===== config.mk =====
export PLATFORM = sky130hd
export DESIGN_NAME = tick_timer_arbiter
export DESIGN_NICKNAME = d
export VERILOG_FILES = /design/src/rtl/tick_timer_pkg.sv /design/src/rtl/tick_timer_arbiter_rr_arbiter.sv /design/src/rtl/tick_timer_arbiter.sv
export SDC_FILE = /design/constraint.sdc
export NUM_CORES = 1
export LEC_CHECK = 0
export CORE_MARGIN = 3
export CORE_UTILIZATION = 25
export CTS_CLUSTER_DIAMETER = 80
export DETAILED_ROUTE_END_ITERATION = 12
export SYNTH_ARGS = -nofsm -noshare
export SYNTH_HDL_FRONTEND = slang
export SYNTH_SLANG_ARGS = --single-unit

===== constraint.sdc =====
create_clock -name clk_i -period 9.5 [get_ports clk_i]
set_input_delay 1.9 -clock clk_i [delete_from_list [all_inputs] [get_ports clk_i]]
set_output_delay 1.9 -clock clk_i [all_outputs]
set_load 0.01 [all_outputs]

===== src/rtl/tick_timer_pkg.sv =====
// tick_timer_pkg
//   Shared types and constants for the tick timer arbiter.
//   - state_e    : arbiter/timer FSM states
//   - DEF_DIVW   : default width of a tick-period field
//   - DEF_CNTW   : default width of a tick-count field
//   - idx_width(): width of an index into NREQ requesters (minimum 1)
package tick_timer_pkg;

  typedef enum logic [1:0] {
    IDLE     = 2'd0,
    RUN      = 2'd1,
    WAIT_REL = 2'd2
  } state_e;

  localparam int DEF_DIVW = 32;
  localparam int DEF_CNTW = 16;

  function automatic int idx_width(input int n);
    return (n > 1) ? $clog2(n) : 1;
  endfunction

endpackage


===== src/rtl/tick_timer_arbiter_rr_arbiter.sv =====
// rr_arbiter
//   Combinational round-robin pick. Searches req_i upward starting one
//   position past last_i (wrapping modulo NREQ) and returns the first set
//   bit as a one-hot grant.
//   Ports:
//     req_i  [NREQ]  request vector
//     last_i [IDXW]  index of the previous owner
//     gnt_o  [NREQ]  one-hot pick (all zero when nothing requested)
//     vld_o          a pick was made
module rr_arbiter
  import tick_timer_pkg::*;
#(
  parameter  int NREQ = 2,
  localparam int IDXW = idx_width(NREQ)
) (
  input  logic [NREQ-1:0] req_i,
  input  logic [IDXW-1:0] last_i,
  output logic [NREQ-1:0] gnt_o,
  output logic            vld_o
);

  logic [IDXW-1:0] idx;
  logic            found;

  always_comb begin
    gnt_o = '0;
    found = 1'b0;
    idx   = '0;
    // i runs 1..NREQ so the previous owner is considered last.
    for (int i = 1; i <= NREQ; i++) begin
      idx = IDXW'((int'(last_i) + i) % NREQ);
      if (!found && req_i[idx]) begin
        gnt_o[idx] = 1'b1;
        found      = 1'b1;
      end
    end
    vld_o = found;
  end

endmodule


===== src/rtl/tick_timer_arbiter.sv =====
// tick_timer_arbiter
//   Shares one programmable tick timebase between NREQ requesters. The
//   owner is chosen round-robin; it receives cnt single-cycle tick enables
//   spaced div clocks apart, a done pulse with the last tick, and keeps the
//   grant until it releases its request.
//   Ports:
//     clk_i             system clock (rising edge)
//     rst_i             synchronous active-high reset
//     req_i  [NREQ]     request levels
//     div_i  [NREQ*DIVW] tick periods, slice k for requester k (0 acts as 1)
//     cnt_i  [NREQ*CNTW] tick counts, slice k for requester k
//     gnt_o  [NREQ]     one-hot grant
//     tick_o            tick enable for the owner
//     done_o [NREQ]     completion pulse to the owner
//     busy_o            FSM not idle
module tick_timer_arbiter
  import tick_timer_pkg::*;
#(
  parameter  int NREQ = 2,
  parameter  int DIVW = DEF_DIVW,
  parameter  int CNTW = DEF_CNTW,
  localparam int IDXW = idx_width(NREQ)
) (
  input  logic             clk_i,
  input  logic             rst_i,
  input  logic [NREQ-1:0]      req_i,
  input  logic [NREQ*DIVW-1:0] div_i,
  input  logic [NREQ*CNTW-1:0] cnt_i,
  output logic [NREQ-1:0]  gnt_o,
  output logic             tick_o,
  output logic [NREQ-1:0]  done_o,
  output logic             busy_o
);

  state_e          state_q, state_d;
  logic [NREQ-1:0] gnt_q, gnt_d;
  logic [NREQ-1:0] done_q, done_d;
  logic            tick_q, tick_d;
  logic            busy_q, busy_d;
  logic [IDXW-1:0] last_q, last_d;
  logic [DIVW-1:0] div_m1_q, div_m1_d;
  logic [DIVW-1:0] presc_q, presc_d;
  logic [CNTW-1:0] rem_q, rem_d;

  logic [NREQ-1:0] arb_gnt;
  logic            arb_vld;
  logic [IDXW-1:0] arb_idx;
  logic [DIVW-1:0] div_sel;
  logic [CNTW-1:0] cnt_sel;
  logic            owner_req;

  rr_arbiter #(.NREQ(NREQ)) u_arb (
    .req_i  (req_i),
    .last_i (last_q),
    .gnt_o  (arb_gnt),
    .vld_o  (arb_vld)
  );

  // Index and parameter slices of the arbiter's pick.
  always_comb begin
    arb_idx = '0;
    div_sel = '0;
    cnt_sel = '0;
    for (int k = 0; k < NREQ; k++) begin
      if (arb_gnt[k]) begin
        arb_idx = IDXW'(k);
        div_sel = div_i[k*DIVW +: DIVW];
        cnt_sel = cnt_i[k*CNTW +: CNTW];
      end
    end
  end

  assign owner_req = |(req_i & gnt_q);

  always_comb begin
    state_d  = state_q;
    gnt_d    = gnt_q;
    tick_d   = 1'b0;
    done_d   = '0;
    last_d   = last_q;
    div_m1_d = div_m1_q;
    presc_d  = presc_q;
    rem_d    = rem_q;
    case (state_q)
      IDLE: begin
        if (arb_vld) begin
          state_d  = RUN;
          gnt_d    = arb_gnt;
          last_d   = arb_idx;
          // Period stored as div-1 so div=0 and div=1 both tick every clock.
          div_m1_d = (div_sel == '0) ? '0 : div_sel - DIVW'(1);
          presc_d  = '0;
          rem_d    = cnt_sel;
        end
      end
      RUN: begin
        if (!owner_req) begin
          // Abort wins over any tick or completion due this cycle.
          state_d = IDLE;
          gnt_d   = '0;
        end else if (rem_q == '0) begin
          done_d  = gnt_q;
          state_d = WAIT_REL;
        end else if (presc_q == div_m1_q) begin
          tick_d  = 1'b1;
          presc_d = '0;
          rem_d   = rem_q - CNTW'(1);
          if (rem_q == CNTW'(1)) begin
            done_d  = gnt_q;
            state_d = WAIT_REL;
          end
        end else begin
          presc_d = presc_q + DIVW'(1);
        end
      end
      WAIT_REL: begin
        if (!owner_req) begin
          state_d = IDLE;
          gnt_d   = '0;
        end
      end
      default: begin
        state_d = IDLE;
        gnt_d   = '0;
      end
    endcase
    busy_d = (state_d != IDLE);
  end

  always_ff @(posedge clk_i) begin
    if (rst_i) begin
      state_q <= IDLE;
      gnt_q   <= '0;
      tick_q  <= 1'b0;
      done_q  <= '0;
      busy_q  <= 1'b0;
      last_q  <= IDXW'(NREQ - 1);
    end else begin
      state_q <= state_d;
      gnt_q   <= gnt_d;
      tick_q  <= tick_d;
      done_q  <= done_d;
      busy_q  <= busy_d;
      last_q  <= last_d;
    end
  end

  // Timebase registers are always reloaded on grant, so they carry no reset.
  always_ff @(posedge clk_i) begin
    div_m1_q <= div_m1_d;
    presc_q  <= presc_d;
    rem_q    <= rem_d;
  end

  assign gnt_o  = gnt_q;
  assign tick_o = tick_q;
  assign done_o = done_q;
  assign busy_o = busy_q;

endmodule

# Word-level counts from Yosys, hierarchy flattened
# Cells that the tools add are included.
[op_classes]
n_addsub = 5
n_lt_le_gt_ge = 4
eq_ne = 9
muxes = 41
n_bitwise = 4
reduce_logical = 17
[ops]
columns = ["op", "n"]
rows = [
  ["$mux W32", 6],
  ["$mux W16", 6],
  ["$pmux W32 S2", 1],
  ["$add A32 B1 Y32 const B", 1],
  ["$eq A32 B32 Y1", 1],
  ["$logic_not A32 Y1", 1],
  ["$pmux W16 S2", 1],
  ["$sub A32 B1 Y32 const B", 1],
  ["$mux W2", 13],
  ["$eq A16 B1 Y1 const B", 1],
  ["$logic_not A16 Y1", 1],
  ["$sub A16 B1 Y16 const B", 1],
  ["$mux W1", 10],
  ["$ne A2 B2 Y1 const B", 5],
  ["$pmux W2 S3", 1],
  ["$reduce_and A5 Y1", 1],
  ["$lt A1 B2 Y1 const B", 2],
  ["$pmux W2 S2", 1],
  ["$reduce_and A2 Y1", 2],
  ["$reduce_and A4 Y1", 1],
  ["$reduce_bool A2 Y1", 2],
  ["$reduce_or A2 Y1", 2],
  ["$reduce_or A4 Y1", 1],
  ["$logic_and A1 B1 Y1", 3],
  ["11 further kinds", 15],
]
[totals]
regBits = 89
out_inout_bits = 6
word_cells = 89

# Logic depth before layout (Yosys ltp)
# Gate-level depths: netlist of the first run.
[depth]
depth_word = 12
depth_mapped = 13

# Modules after synthesis
# A second synthesis of the first run with hierarchy kept.
[hier_totals]
cells_unflattened = 611
area_unflattened_um2 = 5889.4
[modules_own_cells]
columns = ["mod", "n_inst", "cells_each", "area_per_inst_um2"]
rows = [
  ["tick_timer_arbiter", 1, 607, 5864.4],
  ["rr_arbiter", 1, 4, 25.0],
]

# Worst setup path after synthesis of the first run
# OpenSTA, ideal clock, no wires.
[synth_path]
path_kind = "input-to-reg"
startpoint = "input req_i[0]"
endpoint = "register presc_q[0], enable pin"
setup_time_ns = 0.432
t_arrival_ns = 4.138
required_time_ns = 9.068
slack_ns = 4.930
cell_stages = 5
path_cell_list = "buf_2 a22o_1 nand2_1 a21o_1 a21oi_1"
[synth_between]
elab_chain_len = 8
word_cells_on_any_way = 13
classes_between = "2 x eq/ne; 6 x mux; 1 x bitwise; 4 x reduce/logical"
[synth_lines]
columns = ["item", "line_no", "source"]
rows = [
  ["start: declaration", "tick_timer_arbiter.sv:26", "input logic [NREQ-1:0] req_i,"],
  ["$mux W1 (not written as such) (2 in a row)", "tick_timer_arbiter_rr_arbiter.sv:32", "if (!found && req_i[idx]) begin"],
  ["$mux W1", "tick_timer_arbiter_rr_arbiter.sv:32", ""],
  ["$logic_not A1 Y1", "tick_timer_arbiter_rr_arbiter.sv:32", ""],
  ["$logic_and A1 B1 Y1", "tick_timer_arbiter_rr_arbiter.sv:32", ""],
  ["$mux W1", "tick_timer_arbiter_rr_arbiter.sv:32", ""],
  ["$ne A2 B2 Y1 (no line)", "--", ""],
  ["$reduce_and A4 Y1 (no line) (*)", "--", ""],
  ["end signal: assignment", "tick_timer_arbiter.sv:151", "presc_q <= presc_d;"],
  ["end: declaration", "tick_timer_arbiter.sv:42", "logic [DIVW-1:0] presc_q, presc_d;"],
]
# Every way passes the cells marked *; elsewhere a longest branch is shown, timed or not. The select of a mux whose other input is x is not followed.
# A chain may end at the register's enable or synchronous reset.

# Worst setup path in the final report of the first run
[layout_path]
startpoint = "input req_i[0]"
endpoint = "register div_m1_q[14], data pin"
[layout_between]
elab_chain_len = 9
word_cells_on_any_way = 14
classes_between = "1 x add/sub; 9 x mux; 1 x bitwise; 3 x reduce/logical"
[layout_lines]
columns = ["item", "line_no", "source"]
rows = [
  ["$mux W1 (not written as such) (2 in a row)", "tick_timer_arbiter_rr_arbiter.sv:32", ""],
  ["$mux W1", "tick_timer_arbiter_rr_arbiter.sv:32", ""],
  ["$logic_not A1 Y1", "tick_timer_arbiter_rr_arbiter.sv:32", ""],
  ["$logic_and A1 B1 Y1", "tick_timer_arbiter_rr_arbiter.sv:32", ""],
  ["$mux W2 (*)", "tick_timer_arbiter_rr_arbiter.sv:32", ""],
  ["$mux W32", "tick_timer_arbiter.sv:65", "if (arb_gnt[k]) begin"],
  ["$mux W32 (*)", "tick_timer_arbiter.sv:65", ""],
  ["$sub A32 B1 Y32 / $logic_not A32 Y1 (equally long branches)", "tick_timer_arbiter.sv:91", "div_m1_d = (div_sel == '0) ? '0 : div_sel - DIVW'(1);"],
  ["end signal: assignment", "tick_timer_arbiter.sv:150", "div_m1_q <= div_m1_d;"],
  ["end: declaration", "tick_timer_arbiter.sv:41", "logic [DIVW-1:0] div_m1_q, div_m1_d;"],
]
# Marked as above.

==> results.md, run 1 <==
* Final setup viols at 0
* CTS tree: done
* Resize count post-CTS at 0
* Post-DRT Antenna Nets at 0
* Largest family of logic cells by synthesized area: simple AND/OR/NAND/NOR gates
* Die Span Y at 157 µm
* Post-CTS setup buffer count at 0
* CTS max path bufs at 2
* Number of global-route vias before repair at ~4400
* Post-DP HPWL at 11.2 mm
* Largest area contributor in the netlist: edfxtp_1
* Min-delay worst type: flip-flop to flip-flop
* Synth Area in Compound Gates at 16.3%
* Register area share after synthesis at 45.1%
* Die footprint at roughly 0.025 mm²
* Core Rows at 54
* Total wire length at between 10 and 15 mm
* Number of distinct library cells after synthesis at 58
* Number of enable flip-flop cells after synthesis at 80
* Gr ovfl total at 0
* Initial antenna violation count at 0
* Total GRT Usage at between 10% and 20%
* Setup Skew at around 0.012 ns
* Synth Area in XOR/XNOR at a little over an eighth
* Area Overhead vs Synth at 28.6%
* Worst-Skew Late Latency at between 0.3 and 0.4 ns
* ANT cells at 0
* R2R cell count at 7
* Least-Margin Pin Slew at 1.03 ns
* Root buf cell: clkbuf_16
* Fraction of layout instances using a drive strength above 1 at 5.77%
* I/O pins at ~110
* Vias at roughly 4700
* Simple-gate share of the synthesized area at between 10% and 20%
* Critical Path AT at around 5.6 ns
* Mapped cell area at 0.00572 mm²
* H-tree levels at 3
* GPL Wtd Cong at 0.834
* Synth top area share at a little over two fifths
* TritonCTS Buffers at 9
* Die X at 157 µm
* Drt via density at 4.87
* Area contributors post-synth: edfxtp_1 42%, xor2_1 8.4%, nor2_1 5.9%
* Setup tns final at 0 ns
* Reg clk slew, reported paths at around 0.06 ns
* FF/Latch Area at around 0.0026 mm²
* Worst setup path end: div_m1_q[14]
* Mux contribution to synthesized area at less than 1%
* First-pass GRT wire length at between 20 and 25 mm
* Synth Register Bits at 89
* Fin nets at slightly below 800
* Worst setup SP type: input port
* CP Class: input port to flip-flop
* Port bufs at between 100 and 150
* Clock sink count at 89
* Area of the multi-input gates at approximately 0.003 mm²
* # placed instances at 940
* Top_reg_cell synth: edfxtp_1
* Final worst-path cycle share at 58.8%
* Crit path launch: req_i[0]
* Fin cells at between 900 and 1000
* First drt pass iteration count at 4
* MaxCap Viol Count at 0
* Min Tclk post-route at ~5.6 ns
* Max Slew Vio Count at 0
* Hold Buf Count CTS at 0
* Reg2reg start: last_q
* Adder-Cell Fraction of Synth Area at slightly below 2%
* Worst EP required at about 9.5 ns
* Final Hold Vio Count at 0
* Crit Path Max Fanout at 34
* Synth Net Count at around 680
* Reg2reg end: div_m1_q[14]
* 1st-iter DRT viols at ~300
* DRC at 0
* Synth Area per Inst at 9.99 µm²
* Fillers at 2292
* FFs w/ async S/R, synth at 0%
* Max VDD drop at roughly 0.092 mV
* PD cells at ~170 mW/mm²
* Fmax at 0.179 GHz
* Warnings, synthesis at 0
* Starting Density at about 26%
* Routed len/inst at ~15 µm
* Status: finished, final reports clean
* Crit. End Element: flip-flop
* Worst rel slew slack at a little under a third
* Lkg Pwr at ~0.0025 µW
* Cells after Synth at between 500 and 600
* RSZ-0062 raised after global routing: no
* Largest net degree at the start of global routing at 39
* Core area at ~0.022 mm²
* Flop2flop setup slack at between 5 and 6 ns
[sequential cells by signal, summed over array words and instances (netlist names)]
name	cells
div_m1_q	32
presc_q	32
rem_q	16
done_o	2
gnt_o	2
state_q	2
busy_o	1
last_q	1
tick_o	1
[layout by cell type, fill, tap and decap left out, types with 8 or more instances in the layout]
master,Yosys,layout
clkbuf_16,0,9
a22oi_1,24,24
ha_1,9,9
nor2_1,90,89
a21oi_1,26,25
xor2_1,55,55
nor3_1,16,16
edfxtp_1,80,80
a221oi_1,17,17
xnor2_1,33,33
clkdlybuf4s50_1,0,105
nand3_1,15,15
nand2_1,30,30
nand4_1,8,8
nor4_1,21,21
dfxtp_1,9,9
inv_1,10,10
[how the worst min path moves through the flow]
stage | start | to | slack, ns | cells after the start
after floorplan | gnt_o[1] | done_o[1] | 0.50 | 1
after global placement | gnt_o[1] | done_o[1] | 0.53 | 1
after detailed placement | gnt_o[1] | done_o[1] | 0.53 | 1
after CTS | gnt_o[1] | done_o[1] | 0.54 | 1
after global routing | gnt_o[1] | done_o[1] | 0.54 | 1
final | gnt_o[1] | done_o[1] | 0.53 | 1
[where the power goes]
group,internal (µW),switching [µW],leakage (µW)
Combinational,148,175,0.00153
Sequential,532,74.4,0.000867
Clock,186,149,0.000141
Total,867,398,0.00253
[cell families (layout without fill, tap and decap cells)]
| kind of cell | after synthesis | after routing |
|---|---|---|
| muxes | 3 | 3 |
| AOI/OAI and AO/OA | 124 | 124 |
| buffers and inverters | 34 | 137 |
| adders and majority gates | 9 | 9 |
| xor gates and xnor gates | 88 | 88 |
| DFF | 89 | 89 |
| and+or+nand+nor | 226 | 226 |
[critical path: stages]
cell and delay, ns:
clkdlybuf4s50_1 0.81, a21boi_4 0.28, buf_4 0.31, a32oi_1 0.36, nand4_2 0.41, nor4_4 0.51
and4_1 0.86, nor3_1 0.16
[cell type report]
cell class                      count  area share, %
Sequential cell                    89           35.1
Inverter                           10          0.510
Timing Repair Buffer              111           14.9
Clock inverter                      5          0.493
Clock buffer                       11           3.30
Tap cell                          280           4.76
Multi-Input combinational cell    450           41.0
[cells in the mapped netlist, drive strengths merged (5+ instances only)]
cell type	count
clkbuf	15
nand2b	7
and3	7
nand4	10
xor2	55
a22o	7
nand2	30
and4	7
nor3	16
dfxtp	9
o21ai	7
buf	9
a221oi	17
nor2	90
xnor2	33
a22oi	24
a21oi	26
a31oi	6
inv	10
ha	9
o32a	5
edfxtp	80
nor4	23
nand3	15
or2	5
a32oi	7
[stage by stage]
step                instance area [µm²]  power [µW]  utilization (%)  setup WS (ns)  hold WS, ns
floorplan                          5720         809                -           4.93        0.505
global placement                   7080         935             32.0           3.72        0.531
detailed placement                 7080         938             32.0           3.56        0.527
CTS                                7360        1280             33.2           3.92        0.539
global route                       7360        1340             33.2           3.58        0.544
finish                             7360        1270             33.2           3.92        0.530
[layer usage]
metal  up-vias  global-route usage, %  share of wire [%]
met5         -                      0                  0
met4         0                   3.39                1.4
met3        13                   2.09                3.0
met2       103                   17.8                 46
met1      2170                   17.3                 50
li1       2373                      -                  -
No activity file was read; power rests on OpenSTA's default activity.
==> run 2, diff against run 1 <==
==> constraint.sdc (replaced) <==
create_clock -name clk_i -period 5.4 [get_ports clk_i]
set_input_delay 1.08 -clock clk_i [delete_from_list [all_inputs] [get_ports clk_i]]
set_output_delay 1.08 -clock clk_i [all_outputs]
set_load 0.01 [all_outputs]
==> results.md, run 2 (synthesized netlist as in run 1, its figures left out) <==
* Status: finished, final reports clean
* Die footprint at ~0.025 mm²
* Crit path buffers/inverters at 2
* Routed len/inst at between 15 and 20 µm
* Fmax at about 0.24 GHz
* Slowest-stage cell, CP: clkdlybuf4s50_1
* Resize count post-CTS at 0
* Total wire length at between 10 and 15 mm
* Area Overhead vs Synth at 28.9%
* Fraction of layout instances using a drive strength above 1 at under 10%
* Clock network power share at a little over a quarter
* First-pass GRT wire length at 23.8 mm
* Post-DRT Antenna Nets at 0
* Fin nets at ~780
* Commonest non-fill, non-tap cell in the layout: clkdlybuf4s50_1
* Met1 global-route usage at about 17%
* H-tree levels at 3
* Setup tns final at 0 ns
* Internal at about 1500 µW
* Post-DP HPWL at between 10 and 15 mm
* Hold Buf Count CTS at 0
* Final worst-path cycle share at about three quarters
* Reg power frac at a little under half
* Gr ovfl total at 0
* # placed instances at 941
* RSZ-0062 raised after global routing: no
* MaxCap Viol Count at 0
* Setup Skew at a little under 0.009 ns
* Total GRT Usage at approximately an eighth
* 1st-iter DRT viols at around 330
* Fin cells at roughly 960
* GPL Wtd Cong at 0.822
* Core area at around 0.022 mm²
* Worst-Skew Late Latency at 0.34 ns
* Final Hold Vio Count at 0
* Sw frac at a little under a third
* Min-delay worst type: flip-flop to flip-flop
* Reg clk slew, reported paths at 0.06 ns
* Crit. End Element: flip-flop
* Total Power at about 2200 µW
* Root buf cell: clkbuf_16
* Biggest regs: div_m1_q: 32 flops, presc_q: 32 flops, rem_q: 16 flops
* CP delay by family, top: simple AND/OR/NAND/NOR gates
* Max VDD drop at between 0.15 and 0.2 mV
* Die Span Y at approximately 160 µm
* TritonCTS Buffers at 9
* Core Rows at 54
* Worst rel slew slack at between 30% and 40%
* Grt peak-use layer: met2
* Max incr delay on CP at 0.80 ns
* Least-Margin Pin Slew at between 1 and 1.5 ns
* Worst setup SP type: input port
* Met3 Resource Use GR at around 1.6%
* Combinational share of power at about a quarter
* Commonest non-fill, non-tap cells in the layout: 105 x clkdlybuf4s50_1, 89 x nor2_1, 80 x edfxtp_1, 55 x xor2_1, 33 x xnor2_1
* Net Sw Power at roughly 700 µW
* CTS max path bufs at 2
* Largest net degree at the start of global routing at 39
* Lkg Pwr at about 0.0025 µW
* DRC at 0
* CTS tree: done
* CP Cell Sequence: clkdlybuf4s50_1 > a21boi_4 > a32oi_1 > nand4_2 > nor4_4 > and4_1 > buf_4 > nor3_1
* Crit Path Max Fanout at 35
* First drt pass iteration count at 5
* Routing usage on met2 at 17.8%
* Starting Density at around a quarter
* Vias at 4631
* CP Class: input port to flip-flop
* Flop2flop setup slack at around 2.4 ns
* Port bufs at around 110
* PD cells at roughly 300 mW/mm²
* Post-CTS setup buffer count at 0
* Worst EP required at roughly 5.5 ns
* Clock sink count at about 90
* Final setup viols at 0
* Number of global-route vias before repair at between 4000 and 5000
* I/O pins at about 110
* Initial antenna violation count at 0
* Critical Path AT at roughly 4.2 ns
* Min Tclk post-route at ~4.1 ns
* Max Slew Vio Count at 0
* Drt via density at a little under 5
* Die X at between 150 and 200 µm
* Fillers at between 2000 and 2500
[run 2: routing by layer]
metal / up-vias / wire [µm]
met5: - / 0
met4: 0 / 278
met3: 13 / 374
met2: 101 / 6690
met1: 2148 / 7370
li1: 2369 / -
[run 2: power groups by stage]
stage                     Clock [µW]  Sequential, µW  Combinational [µW]
after floorplan                    0            1040                 379
after global placement             0            1080                 566
after detailed placement           0            1080                 575
after CTS                        612            1060                 576
after global routing             633            1090                 639
final                            596            1060                 572
[run 2: through the flow]
stage / utilization (%) / hold slack (ns) / setup WS [ns] / instance area, µm²
6_report: 33.3 / 0.518 / 1.26 / 7380
5_1_grt: 33.3 / 0.555 / 0.852 / 7370
4_1_cts: 33.3 / 0.531 / 1.25 / 7370
3_5_place_dp: 32.0 / 0.519 / 0.874 / 7090
3_3_place_gp: 32.0 / 0.526 / 1.00 / 7090
2_1_floorplan: - / 0.505 / 1.65 / 5720
[run 2: cell type report]
class | count | area [µm²] | area share (%)
clock buffer | 11 | 254 | 3.44
sequential | 89 | 2580 | 35.0
inverter | 10 | 37.5 | 0.509
tap | 280 | 350 | 4.75
clock inverter | 5 | 28.8 | 0.390
multi-input combinational | 450 | 3010 | 40.9
timing repair buffer | 112 | 1100 | 15.0
antenna | 2 | 5.00 | 0.0679
[run 2: final timing paths]
| check | start | cells after the start | to |
|---|---|---|---|
| max reg2reg | last_q | 9 | div_m1_q[14] |
| min reg2reg | gnt_o[1] | 1 | done_o[1] |
| min | gnt_o[1] | 1 | done_o[1] |
| max | req_i[0] | 8 | div_m1_q[14] |
[run 2: worst register-to-register path, stage by stage (launching register included)]
cell and delay (ns):
dfxtp_1 0.36, and2b_1 0.40, nor2_4 0.16, a22oi_1 0.21, ha_1 0.27, o2111ai_2 0.33, nor4_4 0.43, and4_1 0.24
buf_4 0.27, nor3_1 0.11
==> run 3, diff against run 2 <==
==> constraint.sdc (replaced) <==
create_clock -name clk_i -period 3.4 [get_ports clk_i]
set_input_delay 0.68 -clock clk_i [delete_from_list [all_inputs] [get_ports clk_i]]
set_output_delay 0.68 -clock clk_i [all_outputs]
set_load 0.01 [all_outputs]
==> results.md, run 3 (synthesized netlist as in run 1, its figures left out) <==
* Post-DRT Antenna Nets at 0
* RSZ-0062 raised after global routing: no
* Worst rel slew slack at between 50 and 60%
* PD cells at about 480 mW/mm²
* Max Slew Vio Count at 0
* Root buf cell: clkbuf_16
* Commonest non-fill, non-tap cells in the layout: 105 x clkdlybuf4s50_1, 89 x nor2_1, 80 x edfxtp_1, 55 x xor2_1, 33 x xnor2_1
* Least-Margin Pin Slew at between 0.6 and 0.7 ns
* DRC at 0
* Max VDD drop at 0.315 mV
* R2R cell count at 7
* Total wire length at between 15 and 20 mm
* Die footprint at 0.0247 mm²
* Setup Skew at just over 0.01 ns
* Starting Density at between 20% and 30%
* Largest net degree at the start of global routing at 35
* Min Tclk post-route at 2.97 ns
* Post-DP HPWL at ~12 mm
* Pre-CTS setup slack at around 0.10 ns
* 1st-iter DRT viols at 443
* Reg2reg end: rem_q[6]
* Gr ovfl total at 0
* Total GRT Usage at between 10% and 20%
* Hold Buf Count CTS at 0
* Commonest non-fill, non-tap cell in the layout: clkdlybuf4s50_1
* Fraction of layout instances using a drive strength above 1 at approximately 8.6%
* I/O pins at 106
* Biggest regs: div_m1_q: 32 flops, presc_q: 32 flops, rem_q: 16 flops
* Worst Slack Setup Final at between 0.4 and 0.5 ns
* Die Span Y at about 160 µm
* Area Overhead vs Synth at 32.5%
* GPL Wtd Cong at a little over 0.8
* Lkg Pwr at ~0.0027 µW
* Port bufs at 105
* Min-delay worst type: flip-flop to flip-flop
* TritonCTS Buffers at 9
* First-pass GRT wire length at about 24 mm
* ANT cells at 0
* Core Rows at 54
* Status: finished, final reports clean
* Final worst-path cycle share at between 80% and 90%
* Final Hold Vio Count at 0
* Min-Delay Path Depth at 1
* Initial antenna violation count at 0
* Die X at 157 µm
* Clock sink count at between 80 and 90
* Worst setup SP type: input port
* Post-CTS setup buffer count at 0
* CTS tree: done
* First drt pass iteration count at 5
* Crit. End Element: flip-flop
* Min-delay src: gnt_o[1]
* Worst-Skew Late Latency at 0.34 ns
* Worst EP required at roughly 3.5 ns
* Reg2reg start: rem_q[4]
* Min Hold Slack at around 0.52 ns
* Resize count post-CTS at 0
* Core area at roughly 0.022 mm²
* Critical Path AT at 3.04 ns
* CP Class: input port to flip-flop
* Hold Path End: done_o[1]
* CTS max path bufs at 2
* Flop2flop setup slack at ~0.58 ns
* # placed instances at a little under 1000
* Vias at 4831
* MaxCap Viol Count at 0
* Crit Path Max Fanout at 27
* Final setup viols at 0
* Total Power at between 3000 and 4000 µW
* Setup tns final at 0 ns
* Routed len/inst at 15.7 µm
* Fin cells at 978
* H-tree levels at 3
* Drt via density at roughly 4.9
* Fillers at about 2200
* Fmax at between 0.3 and 0.4 GHz
* Number of global-route vias before repair at around 4600
* Reg clk slew, reported paths at roughly 0.060 ns
* Fin nets at about 800
[run 3: layer usage]
layer	global-route usage, %	share of wire, %	vias to the layer above
met5	0	0	-
met3	1.81	3.4	14
met2	18.4	45	114
met4	3.31	1.5	0
li1	-	-	2412
met1	18.3	50	2291
[run 3: cell type report]
type | count | area [µm²] | share of cell area [%]
clock buffer | 14 | 297 | 3.91
clock inverter | 2 | 15.0 | 0.198
inverter | 10 | 37.5 | 0.495
multi-input combinational | 450 | 3010 | 39.8
sequential | 89 | 2580 | 34.1
tap | 280 | 350 | 4.62
timing repair buffer | 133 | 1290 | 17.0
[run 3: worst max path at each step]
stage | startpoint | slack, ns | cells past startpoint | endpoint
CTS | req_i[1] | 0.46 | 8 | div_m1_q[14]
global route | req_i[0] | 0.23 | 8 | div_m1_q[14]
detailed placement | req_i[1] | 0.10 | 8 | div_m1_q[14]
finish | req_i[1] | 0.43 | 8 | div_m1_q[14]
global placement | req_i[1] | 0.17 | 8 | div_m1_q[14]
floorplan | req_i[0] | 0.05 | 5 | presc_q[0]
[run 3: where the power goes]
part / total, µW / switching (µW) / internal (µW)
sequential: 1700 / 210 / 1490
clock: 1030 / 416 / 609
combinational: 954 / 506 / 448
[run 3: worst max-delay path, cell delays in order]
cell,delay [ns]
clkdlybuf4s50_1,0.58
nand2b_1,0.22
a32oi_1,0.33
nand4_2,0.32
nor4_4,0.36
and4_1,0.28
buf_12,0.18
nor3_1,0.08
[run 3: per-stage QoR]
step           util [%]  cell area [µm²]
2_1_floorplan         -             5720
3_3_place_gp       32.8             7270
3_5_place_dp       32.8             7270
4_1_cts            34.2             7580
5_1_grt            34.2             7580
6_report           34.2             7580
